**src/rtl/channel_pkg.sv**
```systemverilog
// Package: channel_pkg
// Purpose : default build constants and the channel word type shared by the
//           channel receive buffer, its interface and its storage sub-module.
// Contents: DEF_DATA_WIDTH, DEF_DEPTH, DEF_SUSPEND_SLACK, channel_word_t,
//           level_width() helper.
package channel_pkg;

   localparam int DEF_DATA_WIDTH    = 8;
   localparam int DEF_DEPTH         = 16;
   localparam int DEF_SUSPEND_SLACK = 2;

   typedef logic [DEF_DATA_WIDTH-1:0] channel_word_t;

   // Occupancy needs one bit more than the pointers so that "full" (== DEPTH)
   // is representable.
   function automatic int level_width(input int depth);
      return $clog2(depth) + 1;
   endfunction

endpackage

```
**src/rtl/channel_rx_buffer_if.sv**
```systemverilog
// Interface: channel_rx_buffer_if
// Purpose  : groups the sender side (data_vld/data/suspend), the consumer
//            side (out_vld/out_data/out_rdy) and the status/control signals
//            (level/overflow/clear_ovf) of the channel receive buffer.
// Modports : slave  - the buffer itself
//            master - the environment driving the buffer (sender + consumer)
interface channel_rx_buffer_if
   import channel_pkg::*;
#(
   parameter int DATA_WIDTH = DEF_DATA_WIDTH,
   parameter int DEPTH      = DEF_DEPTH
);
   localparam int LW = level_width(DEPTH);

   logic                  data_vld;
   logic [DATA_WIDTH-1:0] data;
   logic                  suspend;
   logic                  out_vld;
   logic [DATA_WIDTH-1:0] out_data;
   logic                  out_rdy;
   logic [LW-1:0]         level;
   logic                  overflow;
   logic                  clear_ovf;

   modport slave (
      input  data_vld, data, out_rdy, clear_ovf,
      output suspend, out_vld, out_data, level, overflow
   );

   modport master (
      output data_vld, data, out_rdy, clear_ovf,
      input  suspend, out_vld, out_data, level, overflow
   );

endinterface

```
**src/rtl/channel_fifo_mem.sv**
```systemverilog
// Module : channel_fifo_mem
// Purpose: DEPTH x DATA_WIDTH storage for the channel receive buffer.
//          One synchronous write port, one asynchronous read port, no reset.
// Ports  : clock        - write clock
//          we/waddr/wdata - write port
//          raddr/rdata  - combinational read port
module channel_fifo_mem
   import channel_pkg::*;
#(
   parameter int DATA_WIDTH = DEF_DATA_WIDTH,
   parameter int DEPTH      = DEF_DEPTH,
   localparam int AW        = $clog2(DEPTH)
) (
   input  logic                  clock,
   input  logic                  we,
   input  logic [AW-1:0]         waddr,
   input  logic [DATA_WIDTH-1:0] wdata,
   input  logic [AW-1:0]         raddr,
   output logic [DATA_WIDTH-1:0] rdata
);

   logic [DATA_WIDTH-1:0] mem [DEPTH];

   always_ff @(posedge clock) begin
      if (we) begin
         mem[waddr] <= wdata;
      end
   end

   assign rdata = mem[raddr];

endmodule

```
**src/rtl/channel_rx_buffer.sv**
```systemverilog
// Module : channel_rx_buffer
// Purpose: receive-side FIFO for a channel with registered suspend flow
//          control and a sticky overflow flag. Words arriving while full
//          are dropped unless the consumer pops in the same cycle.
// Ports  : clock, reset (async, active high)
//          bus (channel_rx_buffer_if.slave):
//             data_vld/data  in  - incoming channel word
//             suspend        out - ask sender to stop (registered)
//             out_vld/out_data/out_rdy - head entry handshake
//             level          out - occupancy 0..DEPTH
//             overflow       out - sticky drop flag, clear_ovf clears it
//          rx_count/drop_count out - only when CHANNEL_RX_STATS_EN is
//             defined; saturating counts of accepted and dropped words.
module channel_rx_buffer
   import channel_pkg::*;
#(
   parameter int DATA_WIDTH    = DEF_DATA_WIDTH,
   parameter int DEPTH         = DEF_DEPTH,
   parameter int SUSPEND_SLACK = DEF_SUSPEND_SLACK
) (
   input  logic        clock,
   input  logic        reset,
   channel_rx_buffer_if.slave bus
`ifdef CHANNEL_RX_STATS_EN
   ,
   output logic [31:0] rx_count,
   output logic [31:0] drop_count
`endif
);

   localparam int AW = $clog2(DEPTH);
   localparam int LW = level_width(DEPTH);
   localparam logic [LW-1:0] FULL_LVL   = LW'(DEPTH);
   localparam logic [LW-1:0] SUSP_LVL   = LW'(DEPTH - SUSPEND_SLACK);

   logic [AW-1:0] wr_ptr;
   logic [AW-1:0] rd_ptr;
   logic [LW-1:0] level_q;
   logic [LW-1:0] next_level;
   logic          suspend_q;
   logic          overflow_q;
   logic          push;
   logic          pop;
   logic          drop;

   always_comb begin
      pop        = 1'b0;
      push       = 1'b0;
      drop       = 1'b0;
      next_level = level_q;
      pop  = (level_q != '0) && bus.out_rdy;
      // A full buffer still accepts a word if the head leaves this cycle.
      push = bus.data_vld && ((level_q != FULL_LVL) || pop);
      drop = bus.data_vld && !push;
      next_level = level_q + {{(LW-1){1'b0}}, push} - {{(LW-1){1'b0}}, pop};
   end

   always_ff @(posedge clock or posedge reset) begin
      if (reset) begin
         wr_ptr     <= '0;
         rd_ptr     <= '0;
         level_q    <= '0;
         suspend_q  <= 1'b0;
         overflow_q <= 1'b0;
      end else begin
         if (push) begin
            wr_ptr <= wr_ptr + 1'b1;
         end
         if (pop) begin
            rd_ptr <= rd_ptr + 1'b1;
         end
         level_q   <= next_level;
         suspend_q <= (next_level >= SUSP_LVL);
         // A new drop wins over a simultaneous clear.
         if (drop) begin
            overflow_q <= 1'b1;
         end else if (bus.clear_ovf) begin
            overflow_q <= 1'b0;
         end
      end
   end

   channel_fifo_mem #(
      .DATA_WIDTH (DATA_WIDTH),
      .DEPTH      (DEPTH)
   ) u_mem (
      .clock (clock),
      .we    (push),
      .waddr (wr_ptr),
      .wdata (bus.data),
      .raddr (rd_ptr),
      .rdata (bus.out_data)
   );

   assign bus.out_vld  = (level_q != '0);
   assign bus.level    = level_q;
   assign bus.suspend  = suspend_q;
   assign bus.overflow = overflow_q;

`ifdef CHANNEL_RX_STATS_EN
   always_ff @(posedge clock or posedge reset) begin
      if (reset) begin
         rx_count   <= '0;
         drop_count <= '0;
      end else begin
         if (push && (rx_count != 32'hFFFF_FFFF)) begin
            rx_count <= rx_count + 32'd1;
         end
         if (drop && (drop_count != 32'hFFFF_FFFF)) begin
            drop_count <= drop_count + 32'd1;
         end
      end
   end
`endif

endmodule
```
**src/flat_wrapper.sv**
```systemverilog
// flat-port wrapper written by rule: the top's interface ports become plain ports
module channel_rx_buffer_flat import channel_pkg::*;
#(
   parameter int DATA_WIDTH    = DEF_DATA_WIDTH,
   parameter int DEPTH         = DEF_DEPTH,
   parameter int SUSPEND_SLACK = DEF_SUSPEND_SLACK
)
  (clock, reset, bus_data_vld, bus_data, bus_out_rdy, bus_clear_ovf, bus_suspend, bus_out_vld, bus_out_data, bus_level, bus_overflow);
  channel_rx_buffer_if #(.DATA_WIDTH(DATA_WIDTH), .DEPTH(DEPTH)) bus_i ();
  input  logic clock;
  input  logic reset;
  input wire logic [$bits(bus_i.data_vld)-1:0] bus_data_vld;
  input wire logic [$bits(bus_i.data)-1:0] bus_data;
  input wire logic [$bits(bus_i.out_rdy)-1:0] bus_out_rdy;
  input wire logic [$bits(bus_i.clear_ovf)-1:0] bus_clear_ovf;
  output wire logic [$bits(bus_i.suspend)-1:0] bus_suspend;
  output wire logic [$bits(bus_i.out_vld)-1:0] bus_out_vld;
  output wire logic [$bits(bus_i.out_data)-1:0] bus_out_data;
  output wire logic [$bits(bus_i.level)-1:0] bus_level;
  output wire logic [$bits(bus_i.overflow)-1:0] bus_overflow;
  assign bus_i.data_vld = bus_data_vld;
  assign bus_i.data = bus_data;
  assign bus_i.out_rdy = bus_out_rdy;
  assign bus_i.clear_ovf = bus_clear_ovf;
  assign bus_suspend = bus_i.suspend;
  assign bus_out_vld = bus_i.out_vld;
  assign bus_out_data = bus_i.out_data;
  assign bus_level = bus_i.level;
  assign bus_overflow = bus_i.overflow;
  channel_rx_buffer #(.DATA_WIDTH(DATA_WIDTH), .DEPTH(DEPTH), .SUSPEND_SLACK(SUSPEND_SLACK)) u_core (.clock(clock), .reset(reset), .bus(bus_i));
endmodule
```
**config.mk**
```make
export PLATFORM = sky130hd
export DESIGN_NAME = channel_rx_buffer_flat
export DESIGN_NICKNAME = d
export VERILOG_FILES = /design/src/rtl/channel_pkg.sv /design/src/rtl/channel_rx_buffer_if.sv /design/src/rtl/channel_fifo_mem.sv /design/src/rtl/channel_rx_buffer.sv /design/src/flat_wrapper.sv
export SDC_FILE = /design/constraint.sdc
export NUM_CORES = 1
export LEC_CHECK = 0
export CAP_MARGIN = 20
export CORE_ASPECT_RATIO = 1.25
export CORE_MARGIN = 4
export CORE_UTILIZATION = 64
export CTS_BUF_LIST = sky130_fd_sc_hd__clkbuf_16
export DETAILED_ROUTE_END_ITERATION = 12
export HOLD_SLACK_MARGIN = 0.03
export PLACE_DENSITY = 0.94
export SYNTH_ARGS = -nofsm -noshare
export SYNTH_HDL_FRONTEND = slang
export SYNTH_SLANG_ARGS = --single-unit
```
**constraint.sdc**
```tcl
create_clock -name clock -period 6.4 [get_ports clock]
set_input_delay 1.92 -clock clock [delete_from_list [all_inputs] [get_ports clock]]
set_output_delay 1.92 -clock clock [all_outputs]
set_load 0.01 [all_outputs]
```
==> out/summary.txt, run 1 <==
Wire per inst -> 26.1 um
Worst-margin pin slew -> 0.997 ns
Tmin final -> 5.26 ns
Fin Setup TNS -> 0 ns
Final Setup Violations -> 0
Post-layout instance count excluding filler cells -> 493
Hold slack final -> 0.617 ns
Area grow syn2layout -> 17.5%
Resized cells post-CTS -> 0
Global-route wire length before repair -> 19.6 mm
Clock-pin transition on the worst setup and hold timing paths -> 0.06 ns
Largest stage delay, worst path -> 0.64 ns
Vias -> 3240
Final Hold Vio Count -> 0
Slew margin rel. -> 33.3%
CTS tree -> built
Synth area leaders -> edfxtp_1 66%, dfrtp_1 6.5%, mux4_2 6.2%, mux2i_1 5.5%, a221oi_1 2.4%
Clk sinks -> 143
Crit end category -> primary output
Top_reg_cell synth -> edfxtp_1
Syn Nets -> 349
Post-synth ARST share -> 10.5%
Final period utilization -> 82.2%
Post-DP HPWL -> 7.62 mm
Maximum vdd ir drop -> 355 uV
Synthesized cell area -> 0.00579 sq mm
Pleak -> 2.41 nW
Fillers -> 468
WL met3 -> 1.10 mm
Initial core utilization -> 66.2%
Max Freq -> 190 MHz
Setup Buffers After CTS -> 0
Mean post-synth cell area -> 17.9 sq um
RSZ-0062 raised after global routing -> no
Max cap viols -> 0
Fin nets -> 385
Worst Skew -> 0.00795 ns
Post-synth cell types -> 35
Post-DR vias/cell -> 6.57
Vias in the first global route -> 3405
Initial antenna violation count -> 0
Pwr/cell area -> 494 mW/mm^2
RePlAce Congestion -> 0.834
Post-route cell area -> 0.00680 sq mm
CP arrival -> 3.34 ns
Skew-Pair Late Insertion Delay -> 0.42 ns
Fin util -> 77.7%
DRT Pass-1 Iters -> 5
Die X -> 93.1 um
Post-synth EDFFs -> 128
CP max-delay cell -> buf_4
IO Pins -> 29
Row Count -> 38
DP Area -> 0.00615 sq mm
Sequential cell area -> 0.00422 sq mm
Cells along the critical path -> buf_4 -> mux2i_1 -> a221oi_1 -> o21ai_0 -> nand2_1 -> clkdlybuf4s50_1
# H-tree levels -> 4
Core area -> 0.00875 sq mm
# DRC -> 0
DRT iter0 DRCs -> 381
CP max FO -> 39
WL final -> 12.9 mm
Gate Count Post-Synth -> 324
WP data required -> 4.48 ns
Top-area cell type share of the netlist area -> 66.4%
Post-Route M1 WL -> 4.49 mm
DIE AREA -> 0.0106 sq mm
Die H -> 114 um
Input/output buffers -> 28
Final ANT Viol Nets -> 0
Hold Path Class -> flop to flop
Largest buffer count on any clock path -> 2
Hold_buf cts -> 0
WS Path Type -> flop to primary output
N_diodes -> 0
Largest net degree at the start of global routing -> 40
All-Layer GR Usage -> 26.4%
Synthesized flop and latch total -> 143
DR top layer -> met4
Global route overflow -> 0
Number of buffers created by CTS -> 17
Number of synthesis warnings -> 0
Multi-input gate area -> 0.00144 sq mm
Sequential area share after synthesis -> 72.9%
Area leader, netlist -> edfxtp_1
Status -> completed
Layout cell share with drive strength beyond 1 -> 15.8%
Cell count after placement -> 458
Wire length on met2 -> 6.79 mm
Slew Viols, Final -> 0
Element type at the critical path start -> flop
Clock Tree Root -> clkbuf_16
## synthesized netlist by cell type, types with 2 or more instances
master	n
nor2b_1	2
a21oi_1	2
buf_2	10
xor2_1	4
xnor2_1	6
a22oi_1	8
mux4_2	16
o21ai_0	9
nand2_1	15
inv_1	12
ha_1	11
dfrtp_1	15
clkbuf_1	3
buf_1	2
mux2i_1	32
nor2_1	12
a221oi_1	16
edfxtp_1	128
nor3_1	4
nand2b_1	2
## cell type report
type | instances | area share, %
sequential | 143 | 62.1
inverter | 12 | 0.662
timing repair buffer | 34 | 4.75
clock inverter | 15 | 2.85
clock buffer | 17 | 6.26
multi-input combinational | 152 | 21.2
tap | 120 | 2.21
## metal layers
metal / GRT usage, % / vias up
met5: 0 / -
met4: 10.9 / 0
met3: 8.61 / 51
met2: 45.4 / 224
met1: 30.7 / 1613
li1: - / 1352
## cells by family (layout without fill, tap and decap cells)
kind of cell | count (synthesis) | count (layout) | share of synthesized area (%)
adders and majority gates | 12 | 12 | 2.72
buffers and inverters | 29 | 78 | 2.29
DFF | 143 | 143 | 72.9
AOI/OAI and AO/OA | 40 | 40 | 5.21
xor gates and xnor gates | 10 | 10 | 1.51
muxes | 49 | 49 | 12.0
and+or+nand+nor | 41 | 41 | 3.35
## state kept, by name, indices dropped and copies added (netlist names)
register             flops
u_core.bus.level         5
u_core.bus.overflow      1
u_core.bus.suspend       1
u_core.rd_ptr            4
u_core.u_mem.mem       128
u_core.wr_ptr            4
## worst max-delay path, delay by kind of cell (launching register included)
kind	cells	cell delay (ns)
compound gates	2	0.79
buf+inv	2	1.17
flops	1	0.63
mux	1	0.17
simple gates	1	0.12
## per-stage QoR
stage	setup WS [ns]	power (mW)
2_1_floorplan	2.72	1.95
3_3_place_gp	1.81	2.25
3_5_place_dp	1.64	2.32
4_1_cts	1.13	3.36
5_1_grt	1.02	3.51
6_report	1.14	3.36
## power breakdown
group / internal (mW) / switching, mW
clock: 0.649 / 0.378
sequential: 1.16 / 0.141
combinational: 0.489 / 0.546
## placed cells by master (no fill, tap or decap), drive strengths merged
cell           count
nand2b             2
ha                11
buf                5
o21ai              9
xnor2              6
a31oi              1
and2               2
nor2              12
nand3              1
a21oi              2
dfrtp             15
or4b               1
mux4              16
bufinv             4
nor3               4
clkbuf            18
nor3b              1
a221oi            16
inv               13
mux2               1
o21bai             1
a22oi              8
nand2             15
clkinvlp           4
mux2i             32
nand4              1
a21o               1
xor2               4
fa                 1
clkinv             6
clkdlybuf4s50     28
edfxtp           128
nor2b              2
a31o               1
a41o               1
## final timing paths
path / start / slack, ns / end / cells after the start
max: u_core.rd_ptr[0] / 1.14 / bus_out_data[2] / 6
min: u_core.bus.overflow / 0.62 / u_core.bus.overflow / 2
max reg2reg: u_core.bus.level[2] / 3.39 / u_core.bus.suspend / 12
min reg2reg: u_core.bus.overflow / 0.62 / u_core.bus.overflow / 2
max in group asynchronous: reset / 4.09 / u_core.rd_ptr[0] / 2
min in group asynchronous: reset / 1.88 / u_core.wr_ptr[3] / 2
Power figures use the tool's default switching activity.
==> run 2: changes to the inputs <==
Settings changed: CORE_UTILIZATION 64 to 59, PLACE_DENSITY 0.94 to 0.88.
Clock period 6.4 ns to 5.2 ns, I/O delays scaled along.
==> out/summary.txt, run 2 (synthesis gave the netlist of run 1 again) <==
# DRC -> 0 (unchanged)
Setup slack after layout -> 0.548 ns (-0.593 ns)
CP arrival -> 3.09 ns (-0.25 ns)
Fin nets -> 385 (unchanged)
Clock Tree Root -> clkbuf_16
Commonest non-fill, non-tap cell in the layout -> edfxtp_1
Hold Path Class -> flop to flop
Final period utilization -> 89.5%
Post-DP HPWL -> 7.05 mm (-7.5%)
Die H -> 119 um (+3.9%)
Area grow syn2layout -> 17.2%
Worst Skew -> 0.00800 ns (+0.0000560 ns)
Most frequent cells in the layout -> 128 x edfxtp_1, 32 x mux2i_1, 28 x clkdlybuf4s50_1
Hold_sp -> u_core.bus.overflow
CTS tree -> built
Wire per inst -> 22.1 um (-15%)
Cell depth of the worst hold path -> 2 (unchanged)
WL final -> 11.0 mm (-14%)
Max cap viols -> 0 (unchanged)
Largest buffer count on any clock path -> 2 (unchanged)
Post-layout instance count excluding filler cells -> 499 (+1.2%)
Post-route cell area -> 0.00678 sq mm (-0.24%)
Clock-pin transition on the worst setup and hold timing paths -> 0.06 ns (about the same)
Status -> completed
Core area -> 0.00961 sq mm (+9.8%)
Worst R2R Path Depth -> 12 (unchanged)
Clk sinks -> 143 (unchanged)
Largest stage delay, worst path -> 0.88 ns (+0.24 ns)
DP Area -> 0.00620 sq mm (+0.69%)
Total power -> 4.01 mW (+20%)
Input/output buffers -> 28 (unchanged)
Slew margin rel. -> 38.1% (+4.8 points)
IO Pins -> 29 (unchanged)
Slew Viols, Final -> 0 (unchanged)
Post-DR vias/cell -> 6.03 (-8.2%)
Final ANT Viol Nets -> 0 (unchanged)
# H-tree levels -> 4 (unchanged)
N_diodes -> 0 (unchanged)
Layout cell share with drive strength beyond 1 -> 15.5% (-0.27 points)
DRT iter0 DRCs -> 352 (-7.6%)
CP max-delay cell -> dfrtp_1
Fin util -> 70.6% (-7.1 points)
Skew-Pair Late Insertion Delay -> 0.41 ns (about the same)
Pwr/cell area -> 592 mW/mm^2 (+20%)
Global route overflow -> 0 (unchanged)
Dpl ws -> 1.00 ns (-0.638 ns)
Worst reg2reg setup slack -> 2.22 ns (-1.17 ns)
Worst Hold Endpoint -> u_core.bus.overflow
Fillers -> 591 (+26%)
Most flops, register -> u_core.u_mem.mem
Max Freq -> 215 MHz
Fin Setup TNS -> 0 ns (unchanged)
Final Setup Violations -> 0 (unchanged)
All-Layer GR Usage -> 21.4% (-5.0 points)
Global-route wire length before repair -> 17.6 mm (-10%)
Pleak -> 2.40 nW (-0.69%)
Tmin final -> 4.65 ns
Cells along the critical path -> and2_1 -> a221oi_1 -> o21ai_0 -> nand2_1 -> clkdlybuf4s50_1
Largest register FFs -> 128 (unchanged)
Worst-margin pin slew -> 0.925 ns (-0.0722 ns)
Largest net degree at the start of global routing -> 33 (-18%)
Vias in the first global route -> 3217 (-5.5%)
Number of buffers created by CTS -> 17 (unchanged)
WP data required -> 3.64 ns (-0.84 ns)
Final Hold Vio Count -> 0 (unchanged)
DRT Pass-1 Iters -> 5 (unchanged)
WS Path Type -> flop to primary output
Initial antenna violation count -> 0 (unchanged)
Crit end category -> primary output
RR Startpoint -> u_core.bus.level[3]
Hold slack final -> 0.611 ns (-0.00677 ns)
Setup Buffers After CTS -> 0 (unchanged)
RSZ-0062 raised after global routing -> no
Initial core utilization -> 60.2% (-5.9 points)
Cell count after placement -> 467 (+2.0%)
RePlAce Congestion -> 0.811 (-2.8%)
Hold_buf cts -> 0 (unchanged)
Die X -> 96.6 um (+3.8%)
CP max FO -> 20 (-49%)
Maximum vdd ir drop -> 347 uV (-2.3%)
Element type at the critical path start -> flop
R2R Path End -> u_core.bus.suspend
Vias -> 3010 (-7.1%)
Resized cells post-CTS -> 0 (unchanged)
DIE AREA -> 0.0115 sq mm (+7.8%)
Row Count -> 40 (+5.3%)
[run 2: worst max path at each step]
stage | startpoint | endpoint | slack (ns)
finish | u_core.rd_ptr[1] | bus_out_data[1] | 0.55
global route | u_core.rd_ptr[1] | bus_out_data[2] | 0.34
CTS | u_core.rd_ptr[0] | bus_out_data[1] | 0.53
detailed placement | u_core.rd_ptr[1] | bus_out_data[2] | 1.00
global placement | u_core.rd_ptr[1] | bus_out_data[2] | 1.16
floorplan | bus_out_rdy | u_core.bus.suspend | 1.88
[run 2: layer usage]
metal	global-route usage, %	part of all wire (%)	wire length [um]
met5	0	0	0
met4	8.95	2.4	265
met3	5.73	5.0	557
met2	34.0	53	5800
met1	27.8	40	4410
[run 2: cell type report]
type | count | area (sq um) | area share (%)
repair buffers | 34 | 338 | 4.98
clock inverters | 15 | 160 | 2.36
clock buffers | 17 | 425 | 6.27
well taps | 126 | 158 | 2.32
inverters | 12 | 45.0 | 0.664
flip-flops and latches | 143 | 4220 | 62.2
multi-input cells | 152 | 1440 | 21.2
[run 2: power by group]
group	switching [mW]	internal, mW	leakage (nW)
Combinational	0.624	0.610	0.792
Sequential	0.181	1.42	1.33
Clock	0.468	0.711	0.270
Total	1.27	2.74	2.40
[run 2: worst max-delay path, delay by kind of cell (launching register included)]
family	cells	cell delay (ns)
buffers and inverters	1	0.50
flip-flops	1	0.88
AO/OA/AOI/OAI	2	0.53
AND/OR/NAND/NOR	2	0.77
